### config.mk
export PLATFORM = sky130hd
export DESIGN_NAME = rtc_millisecond_counter
export DESIGN_NICKNAME = d
export VERILOG_FILES = /design/src/rtl/rtc_millisecond_counter.sv
export SDC_FILE = /design/constraint.sdc
export NUM_CORES = 1
export LEC_CHECK = 0
export ABC_AREA = 1
export CORE_UTILIZATION = 55
export CTS_CLUSTER_SIZE = 20
export DETAILED_ROUTE_END_ITERATION = 10
export PLACE_DENSITY_LB_ADDON = 0.1
export SYNTH_ARGS = -nofsm -noshare
export SYNTH_HDL_FRONTEND = slang
export SYNTH_SLANG_ARGS = --single-unit
export TNS_END_PERCENT = 30
### constraint.sdc
create_clock -name clock -period 3.6 [get_ports clock]
set_clock_uncertainty 0.2 [all_clocks]
set_input_delay 0.36 -clock clock [delete_from_list [all_inputs] [get_ports clock]]
set_output_delay 0.36 -clock clock [all_outputs]
set_load 0.02 [all_outputs]
### src/rtl/rtc_millisecond_counter.sv
// Millisecond timebase for the RTC read path: divides the core clock to 1 ms,
// keeps a loadable wrap-around count and a single compare alarm with a sticky flag.
module rtc_millisecond_counter #(
  parameter int CLOCK_FREQ_HZ   = 50000000,
  parameter int DIVIDER         = CLOCK_FREQ_HZ / 1000,
  parameter int PRESCALER_WIDTH = 32
) (
  input  logic        clock,
  input  logic        reset,
  input  logic        count_enable,
  input  logic        load_enable,
  input  logic [31:0] load_value,
  input  logic        compare_write,
  input  logic [31:0] compare_value,
  input  logic        alarm_enable,
  input  logic        alarm_ack,
  output logic [31:0] miliseconds,
  output logic        ms_tick,
  output logic        alarm_pending
);

  localparam logic [PRESCALER_WIDTH-1:0] PRESC_LAST = PRESCALER_WIDTH'(DIVIDER - 1);
  localparam logic [31:0]                CMP_RESET  = 32'hFFFF_FFFF;

  logic [PRESCALER_WIDTH-1:0] prescaler_p0;
  logic [31:0]                compare_p0;

  logic [PRESCALER_WIDTH-1:0] presc_next;
  logic [31:0]                ms_next;
  logic                       tick_next;
  logic                       presc_last;
  logic                       alarm_set;
  logic                       pend_next;

  function automatic logic [31:0] inc_wrap(input logic [31:0] v);
    inc_wrap = v + 32'd1;
  endfunction

  // Next-state: load beats increment; increment only on the terminal prescaler count
  always_comb begin
    presc_last = (prescaler_p0 == PRESC_LAST);
    presc_next = prescaler_p0;
    ms_next    = miliseconds;
    tick_next  = 1'b0;
    if (load_enable) begin
      presc_next = '0;
      ms_next    = load_value;
    end else if (count_enable) begin
      if (presc_last) begin
        presc_next = '0;
        ms_next    = inc_wrap(miliseconds);
        tick_next  = 1'b1;
      end else begin
        presc_next = prescaler_p0 + PRESCALER_WIDTH'(1);
      end
    end

    // Alarm fires only on a change of count, so holding at the compare value
    // or reloading the same value never re-arms it; set outranks ack.
    alarm_set = alarm_enable && (ms_next == compare_p0) && (ms_next != miliseconds);
    pend_next = alarm_pending;
    if (alarm_set) begin
      pend_next = 1'b1;
    end else if (alarm_ack) begin
      pend_next = 1'b0;
    end
  end

  // State registers
  always_ff @(posedge clock) begin
    if (reset) begin
      prescaler_p0  <= '0;
      miliseconds   <= '0;
      ms_tick       <= 1'b0;
      compare_p0    <= CMP_RESET;
      alarm_pending <= 1'b0;
    end else begin
      prescaler_p0  <= presc_next;
      miliseconds   <= ms_next;
      ms_tick       <= tick_next;
      alarm_pending <= pend_next;
      if (compare_write) begin
        compare_p0 <= compare_value;
      end
    end
  end

endmodule

==> impl_metrics.csv, run 1 <==
group,metric,value,unit
cts,cts_root_buf,"clkbuf_16",
worst_hold_path,min_path_type,"in2reg",
global_route,global_route.usage.total,28.8,%
global_route,overflow,0,
floorplanning,die_h,109,um
cts,clockBufferDepth,2,
cts,insertion_delay,0.36,ns
critical_path,max_stage_delay,0.45,ns
timing,hold_viol,0,
critical_path,rrSetupSlack,0.45,ns
placement,dp_hpwl,11800,um
global_route,grt_use_met3,5.68,%
run,drv_cap,0,
timing,fmax,318,MHz
power,switching_share,28.0,%
global_route,met2_usage,45.5,%
global_route,grt_pass1_vias,5960,
timing,slew_viol_final,0,
global_route,antenna_found_initial,0,
power,power,2.71,mW
logic_synthesis,syn_nets,1140,
cts,cts_hold_buf,0,
critical_path,crit_chain,"ha_1, nand2_1, nor2_2, nand3_1, nor2_1, nand2_1, nand2_1, nand2_1, nand2_1, nand2_1, xor2_1, nor2_1, nand2_1, nor2_1, nand3_1, nand2_1, a21oi_2",
final_layout,layout-drive-gt1-share,7.22,%
global_route,grt_use_met1,38.7,%
floorplanning,dieArea,0.0119,sq mm
logic_synthesis,ys_ff_latch,98,
critical_path,path_common_cell,"nand2_1",
critical_path,cp_data_arrival_time,3.16,ns
power,power_frac_comb,18.2,%
timing,rsz0062_at_grt,"false",
cts,cts_resized,0,
floorplanning,pin_count,105,
logic_synthesis,yosys_warnings,0,
floorplanning,start_util,57.3,%
critical_path,crit_slowest_cell,"nor2_1",
power,p_leak,3.51,nW
cts,clock_sinks,98,
power,power-per-cell-area,350,mW/mm^2
route,via_per_inst,5.18,
floorplanning,die_x,109,um
timing,period_share,87.4,%
cts,cts_tree,"yes",
placement,gp_congestion,0.857,
timing,fin_setup_tns,0,ns
critical_path,crit_type,"reg2reg",
logic_synthesis,seq_area_frac_synth,31.2,%
floorplanning,row_count,38,
global_route,busiest_layer,"met2",
route,drc,0,
final_layout,areaGrowthSynthToFinish,22.9,%
timing,max_slew_margin,32.2,%
global_route,grt_max_degree,64,
power,internal-power,1.95,mW
critical_path,end_kind,"flop",
logic_synthesis,synth_edf_count,0,
logic_synthesis,synth_cell_types,37,
route,dr.pass1.iters,8,
critical_path,cp-start-kind,"flop",
global_route,grt_pass1_wl,26800,um
cts,cts_buffers,9,
logic_synthesis,synth_cells,1067,
final_layout,insertedDiodeCount,0,
timing,fin_crit,3.15,ns
power,seqPwrFrac,43.8,%
route,wirelength,16100,um
critical_path,crit_family,"simple AND/OR/NAND/NOR gates",
power,peakVddDrop,0.000473,V
cts,path_clk_slew,0.07,ns
route,wl_per_cell,12.3,um
final_layout,postLayoutCoreUtil,70.5,%
final_layout,final_cell_mix,"nand2_1 (359), nor2_1 (144), inv_1 (114), nand3_1 (106), clkdlybuf4s50_1 (102)",
timing,worst_slack,0.455,ns
critical_path,path_max_fanout,6,
floorplanning,coreArea,0.0110,sq mm
logic_synthesis,ys.flop_type,"dfxtp_1",
final_layout,final_nets,1231,
route,vias,6749,
cts,h-tree-depth,3,
outcome,status,"finished clean",
cts,post_cts_buffers,0,
final_layout,final_common_cell,"nand2_1",
placement,numPortBuffers,104,
power,p_clk_share,38.0,%
logic_synthesis,syn_avg_cell_area,5.90,sq um
timing,worst_slew_pin_slew,1.02,ns
power,p_sw,758,uW
critical_path,crit_buf_inv,0,
logic_synthesis,synthArstFlopShare,0,%
logic_synthesis,syn_area,0.00630,sq mm
route,drt_iter0_drc,476,
critical_path,critical_path_required,3.62,ns
route,ant_nets,0,
timing,setup_violations,0,
placement,preCtsSetupSlack,0.258,ns
[cells in the mapped netlist (2+ instances only)]
cell      count  area (sq um)
nand4_1      17           106
nor2_1      144           541
buf_4         2          15.0
a21oi_1      56           280
buf_1         3          11.3
clkbuf_1     19          71.3
a31oi_1       2          12.5
nand2_2       4          25.0
nor2_4        3          33.8
buf_6         4          45.0
ha_1          2          25.0
o21a_1        2          15.0
xor2_1        8          70.1
a211oi_1      2          15.0
inv_2         5          18.8
dfxtp_1      98          1960
nand3_1     106           531
nand3b_1      3          22.5
nor3b_1       3          22.5
nand3_2       8          80.1
or2_2        28           175
o21ai_0      39           195
nor2_2       10          62.6
inv_1       115           432
nand2_1     359          1350
nor3_1       14          70.1
[state kept, by name, summed over array words and instances (netlist names)]
signal,flops
ms_tick,1
alarm_pending,1
compare_p0,32
prescaler_p0,32
miliseconds,32
[through the flow]
stage | hold WS, ns | instances | area, sq um
3_3_place_gp | 0.260 | 1287 | 7420
2_1_floorplan | 0.242 | 1067 | 6300
6_report | 0.228 | 1303 | 7740
5_1_grt | 0.248 | 1303 | 7740
3_5_place_dp | 0.262 | 1287 | 7420
4_1_cts | 0.205 | 1303 | 7740
[power groups by stage]
| stage | Clock [mW] | Sequential [mW] | Combinational [mW] |
|---|---|---|---|
| after CTS | 1.04 | 1.19 | 0.493 |
| after floorplan | 0 | 1.23 | 0.274 |
| after global routing | 1.09 | 1.20 | 0.556 |
| after global placement | 0 | 1.21 | 0.483 |
| after detailed placement | 0 | 1.21 | 0.488 |
| final | 1.03 | 1.19 | 0.493 |
[worst register-to-register path: cells and delay by family, from the launching register on]
| family | cells | cell delay [ns] |
|---|---|---|
| simple gates | 14 | 1.93 |
| flops | 1 | 0.44 |
| fa+ha+maj | 1 | 0.24 |
| xor+xnor | 1 | 0.15 |
| compound gates | 1 | 0.05 |
[kinds of logic after synthesis]
| family | Yosys count | synth area share (%) |
|---|---|---|
| and+or+nand+nor | 703 | 48.8 |
| buffers and inverters | 149 | 9.50 |
| AOI/OAI and AO/OA | 105 | 8.72 |
| DFF | 98 | 31.2 |
| xor gates and xnor gates | 9 | 1.25 |
| adders and majority gates | 2 | 0.397 |
| muxes | 1 | 0.159 |
[layer usage]
layer	vias up	part of all wire, %
li1	3566	-
met1	2949	47
met2	204	44
met3	30	6.4
met4	0	2.3
met5	-	0
[final cells by class]
cell class / instances / area [sq um]
flip-flops and latches: 98 / 1960
inverters: 120 / 450
repair buffers: 109 / 1090
clock buffers: 13 / 270
well taps: 140 / 175
fillers: 1000 / 3240
clock inverters: 3 / 46.3
multi-input cells: 820 / 3740
[final timing paths]
check,from,end,cells after the start
setup / recovery,miliseconds[0]$_SDFF_PP0_,alarm_pending$_SDFFE_PP0P_,17
hold / removal,reset,prescaler_p0[5]$_SDFFE_PP0P_,4
setup reg to reg,miliseconds[0]$_SDFF_PP0_,alarm_pending$_SDFFE_PP0P_,17
hold reg to reg,compare_p0[6]$_SDFFE_PP1P_,compare_p0[6]$_SDFFE_PP1P_,2
Power figures use the tool's default switching activity.
==> inputs of run 2 (changes only) <==
- CORE_UTILIZATION: 55 -> 40
==> run 2 against run 1 <==
First-iteration DRC count fell by 6.1%. Core utilization decreased by 19 points. Clock-buffer cell count decreased by 4. Via count fell by 1.2%.
==> impl_metrics.csv, run 2 (synthesis gave the netlist of run 1 again) <==
group,metric,value,unit
timing,rsz0062_at_grt,"false",
critical_path,r2r-start,"miliseconds[0]$_SDFF_PP0_",
final_layout,final_cell_mix,"nand2_1 (359), nor2_1 (144), inv_1 (114), nand3_1 (106), clkdlybuf4s50_1 (102)",
timing,fin_crit,3.10,ns
cts,path_clk_slew,0.07,ns
route,drt_iter0_drc,447,
floorplanning,row_count,45,
critical_path,rr_endpoint,"alarm_pending$_SDFFE_PP0P_",
timing,fin_hold_ws,0.213,ns
final_layout,multi_input_area,0.00374,sq mm
placement,place_area,0.00752,sq mm
critical_path,crit_start,"miliseconds[0]$_SDFF_PP0_",
global_route,grt_pass1_vias,6128,
critical_path,path_common_cell,"nand2_1",
route,via_per_inst,4.85,
cts,clock_sinks,98,
final_layout,reg_top3,"compare_p0: 32 flops, miliseconds: 32 flops, prescaler_p0: 32 flops",
critical_path,rrSetupSlack,0.50,ns
floorplanning,die_x,127,um
final_layout,seq_area,0.00196,sq mm
timing,setup_violations,0,
timing,worst_slew_pin_slew,1.10,ns
global_route,antenna_found_initial,0,
final_layout,fin_area,0.00779,sq mm
worst_hold_path,min_path_type,"in2reg",
final_layout,layout-drive-gt1-share,7.47,%
cts,cts_hold_buf,0,
cts,clockBufferDepth,2,
timing,worst_slack,0.504,ns
outcome,status,"finished clean",
worst_hold_path,hold_start,"reset",
final_layout,insertedDiodeCount,0,
placement,preCtsSetupSlack,0.241,ns
final_layout,fill_cells,1633,
run,drv_cap,0,
route,vias,6668,
cts,post_cts_buffers,0,
critical_path,path_max_fanout,6,
timing,hold_viol,0,
cts,insertion_delay,0.36,ns
timing,fmax,323,MHz
cts,cts_buffers,9,
power,p_leak,3.49,nW
power,power,2.61,mW
cts,cts_resized,0,
floorplanning,start_util,41.3,%
global_route,grt_pass1_wl,29000,um
global_route,global_route.usage.total,22.5,%
final_layout,final_common_cell,"nand2_1",
cts,h-tree-depth,3,
critical_path,crit_slowest_cell,"dfxtp_1",
critical_path,crit_type,"reg2reg",
cts,cts_root_buf,"clkbuf_16",
power,peakVddDrop,0.000254,V
final_layout,final_nets,1232,
final_layout,areaGrowthSynthToFinish,23.7,%
global_route,grt_max_degree,64,
timing,max_slew_margin,26.8,%
critical_path,r2r_cells,19,
worst_hold_path,hold_path_depth,4,
critical_path,critical_path_required,3.69,ns
route,wirelength,17400,um
placement,gp_congestion,0.850,
cts,cts_tree,"yes",
timing,period_share,86.0,%
global_route,overflow,0,
critical_path,max_stage_delay,0.45,ns
critical_path,cp-start-kind,"flop",
placement,dp_hpwl,13000,um
floorplanning,coreArea,0.0153,sq mm
placement,numPortBuffers,104,
timing,slew_viol_final,0,
route,dr.pass1.iters,5,
floorplanning,pin_count,105,
worst_hold_path,min_to,"prescaler_p0[5]$_SDFFE_PP0P_",
floorplanning,dieArea,0.0162,sq mm
critical_path,crit_chain,"ha_1, nand2_1, nor2_2, nand3_1, nor2_1, nand2_1, nand2_1, nand2_1, nand2_1, nand2_1, nand2_1, nand2_1, nor2_1, nand2_1, nor2_1, nand3_1, nor2_1, nand2_1, a21oi_2",
route,ant_nets,0,
critical_path,cp_data_arrival_time,3.19,ns
timing,fin_setup_tns,0,ns
route,wl_per_cell,12.6,um
route,drc,0,
floorplanning,die_h,127,um
power,power-per-cell-area,335,mW/mm^2
critical_path,end_kind,"flop",
## run 2: worst max-delay path by stage
stage | to | slack, ns | depth (start not counted)
3_3_place_gp | prescaler_p0[30]$_SDFFE_PP0P_ | 0.30 | 7
5_1_grt | alarm_pending$_SDFFE_PP0P_ | 0.21 | 19
3_5_place_dp | prescaler_p0[30]$_SDFFE_PP0P_ | 0.24 | 7
2_1_floorplan | alarm_pending$_SDFFE_PP0P_ | 1.05 | 19
4_1_cts | alarm_pending$_SDFFE_PP0P_ | 0.53 | 19
6_report | alarm_pending$_SDFFE_PP0P_ | 0.50 | 19
## run 2: power by group
group	switching [mW]	total (mW)	internal [mW]
Clock	0.457	0.923	0.467
Sequential	0.0562	1.19	1.13
Combinational	0.273	0.495	0.222
## run 2: area by class of cell
cell class	instances	area share, %
clock buffer	9	2.89
clock inverter	7	0.594
inverter	120	5.78
multi-input combinational	820	48.0
sequential	98	25.2
tap	211	3.39
timing repair buffer	110	14.1
## run 2: routing by layer
metal	share of wire (%)	GRT usage [%]	up-vias	wire [um]
li1	-	-	3561	-
met1	48	29.7	2949	8420
met2	45	37.0	140	7840
met3	4.9	4.86	18	856
met4	1.6	5.88	0	278
met5	0	0	-	0
## run 2: worst max-delay path: cells and delay by family (launching register included)
family | cells | cell delay, ns
flip-flops | 1 | 0.45
AND/OR/NAND/NOR | 17 | 2.04
adder cells (fa/ha/maj) | 1 | 0.23
AO/OA/AOI/OAI | 1 | 0.10
## run 2: through the flow
step	utilization (%)	std cells
floorplan	-	1067
global placement	49.3	1359
detailed placement	49.3	1359
CTS	51.1	1375
global route	51.1	1375
finish	51.1	1375
==> inputs of run 3 (changes only) <==
- MAX_ROUTING_LAYER: unset -> met4
==> run 3 against run 2 <==
Via count grew 0.37%. Fmax decreased by 0.44%. Register-to-register slack barely moved. Flip-flop and latch count did not move. Clock power is essentially flat. Clock-buffer cell count unchanged. Die area stayed put. Critical path depth did not move. Sequential share of layout area did not move. Combinational power hardly changed. Cell count stayed put. Core utilization unchanged. Largest cell class unchanged.
==> impl_metrics.csv, run 3 (synthesis gave the netlist of run 1 again) <==
group,metric,value,unit
outcome,status,"finished clean",
global_route,grt_pass1_vias,6131,
critical_path,end_kind,"flop",
timing,period_share,86.4,%
global_route,grt_max_degree,64,
final_layout,areaGrowthSynthToFinish,23.7,%
worst_hold_path,min_to,"prescaler_p0[2]$_SDFFE_PP0P_",
critical_path,path_max_fanout,6,
critical_path,max_stage_delay,0.45,ns
critical_path,crit_slowest_cell,"dfxtp_1",
final_layout,stdcell_count,1375,
timing,slew_viol_final,0,
cts,h-tree-depth,3,
final_layout,fill_cells,1633,
placement,place_area,0.00752,sq mm
power,p_leak,3.49,nW
critical_path,path_common_cell,"nand2_1",
final_layout,reg_top3,"compare_p0: 32 flops, miliseconds: 32 flops, prescaler_p0: 32 flops",
floorplanning,die_h,127,um
route,drc,0,
cts,path_clk_slew,0.07,ns
floorplanning,pin_count,105,
final_layout,insertedDiodeCount,0,
floorplanning,start_util,41.3,%
critical_path,rr_endpoint,"alarm_pending$_SDFFE_PP0P_",
route,via_per_inst,4.87,
floorplanning,row_count,45,
run,drv_cap,0,
timing,hold_viol,0,
worst_hold_path,hold_start,"reset",
cts,post_cts_buffers,0,
cts,cts_buffers,9,
route,wl_per_cell,12.6,um
power,power-per-cell-area,335,mW/mm^2
final_layout,final_nets,1232,
placement,dp_hpwl,13000,um
final_layout,final_common_cell,"nand2_1",
floorplanning,dieArea,0.0162,sq mm
cts,clockBufferDepth,2,
route,vias,6693,
cts,cts_root_buf,"clkbuf_16",
critical_path,critical_path_required,3.69,ns
global_route,overflow,0,
global_route,grt_pass1_wl,29000,um
final_layout,layout-drive-gt1-share,7.47,%
timing,rsz0062_at_grt,"false",
critical_path,r2r_cells,19,
critical_path,rrSetupSlack,0.49,ns
critical_path,crit_type,"reg2reg",
critical_path,cp-start-kind,"flop",
floorplanning,die_x,127,um
timing,fin_setup_tns,0,ns
critical_path,crit_chain,"ha_1, nand2_1, nor2_2, nand3_1, nor2_1, nand2_1, nand2_1, nand2_1, nand2_1, nand2_1, nand2_1, nand2_1, nor2_1, nand2_1, nor2_1, nand3_1, nor2_1, nand2_1, a21oi_2",
route,drt_iter0_drc,467,
timing,worst_slack,0.490,ns
global_route,antenna_found_initial,0,
cts,insertion_delay,0.36,ns
cts,cts_tree,"yes",
floorplanning,coreArea,0.0153,sq mm
placement,gp_congestion,0.863,
placement,placedCellCount,1359,
worst_hold_path,min_path_type,"in2reg",
timing,setup_violations,0,
timing,max_slew_margin,27.2,%
final_layout,final_cell_mix,"nand2_1 (359), nor2_1 (144), inv_1 (114), nand3_1 (106), clkdlybuf4s50_1 (102)",
timing,fmax,322,MHz
timing,worst_slew_pin_slew,1.09,ns
cts,cts_hold_buf,0,
cts,cts_resized,0,
timing,fin_crit,3.11,ns
route,dr.pass1.iters,6,
global_route,global_route.usage.total,23.2,%
worst_hold_path,hold_path_depth,4,
placement,preCtsSetupSlack,0.241,ns
final_layout,fin_area,0.00779,sq mm
power,peakVddDrop,0.000252,V
cts,clock_sinks,98,
placement,numPortBuffers,104,
route,ant_nets,0,
critical_path,r2r-start,"miliseconds[0]$_SDFF_PP0_",
critical_path,cp_data_arrival_time,3.20,ns
route,wirelength,17400,um
## run 3: cell counts in the layout (fill, tap and decap cells not counted)
No cell type changed its count.
## run 3: critical path: cells and delay by family (launching register included)
kind                       cells  cell delay (ns)
adders and majority gates      1             0.23
and+or+nand+nor               17             2.05
AOI/OAI and AO/OA              1             0.10
DFF                            1             0.45
## run 3: worst max path at each step
stage / from / to / slack [ns]
final: miliseconds[0]$_SDFF_PP0_ / alarm_pending$_SDFFE_PP0P_ / 0.49
after global routing: miliseconds[0]$_SDFF_PP0_ / alarm_pending$_SDFFE_PP0P_ / 0.21
after CTS: miliseconds[0]$_SDFF_PP0_ / alarm_pending$_SDFFE_PP0P_ / 0.53
after detailed placement: load_enable / prescaler_p0[30]$_SDFFE_PP0P_ / 0.24
after global placement: load_enable / prescaler_p0[30]$_SDFFE_PP0P_ / 0.30
after floorplan: miliseconds[0]$_SDFF_PP0_ / alarm_pending$_SDFFE_PP0P_ / 1.05
## run 3: layout make-up
type	instances	area [sq um]	share of cell area, %
Sequential cell	98	1960	25.2
Timing Repair Buffer	110	1100	14.1
Clock inverter	7	46.3	0.594
Multi-Input combinational cell	820	3740	48.0
Clock buffer	9	225	2.89
Inverter	120	450	5.78
Tap cell	211	264	3.39
## run 3: per-stage QoR
| step | util (%) | power, mW | hold slack (ns) |
|---|---|---|---|
| global route | 51.1 | 2.76 | 0.246 |
| floorplan | - | 1.50 | 0.242 |
| detailed placement | 49.3 | 1.71 | 0.267 |
| finish | 51.1 | 2.61 | 0.224 |
| CTS | 51.1 | 2.64 | 0.206 |
| global placement | 49.3 | 1.71 | 0.263 |
## run 3: report_power, final
part | switching, mW | internal (mW)
clock | 0.457 | 0.467
sequential | 0.0560 | 1.13
combinational | 0.273 | 0.222
total | 0.785 | 1.82
## run 3: metal layers
layer / GRT usage [%] / wire length [um] / share of wire (%)
met2: 37.1 / 7840 / 45
met1: 29.6 / 8420 / 48
met3: 4.94 / 860 / 4.9
met4: 5.88 / 267 / 1.5
met5: - / 0 / 0
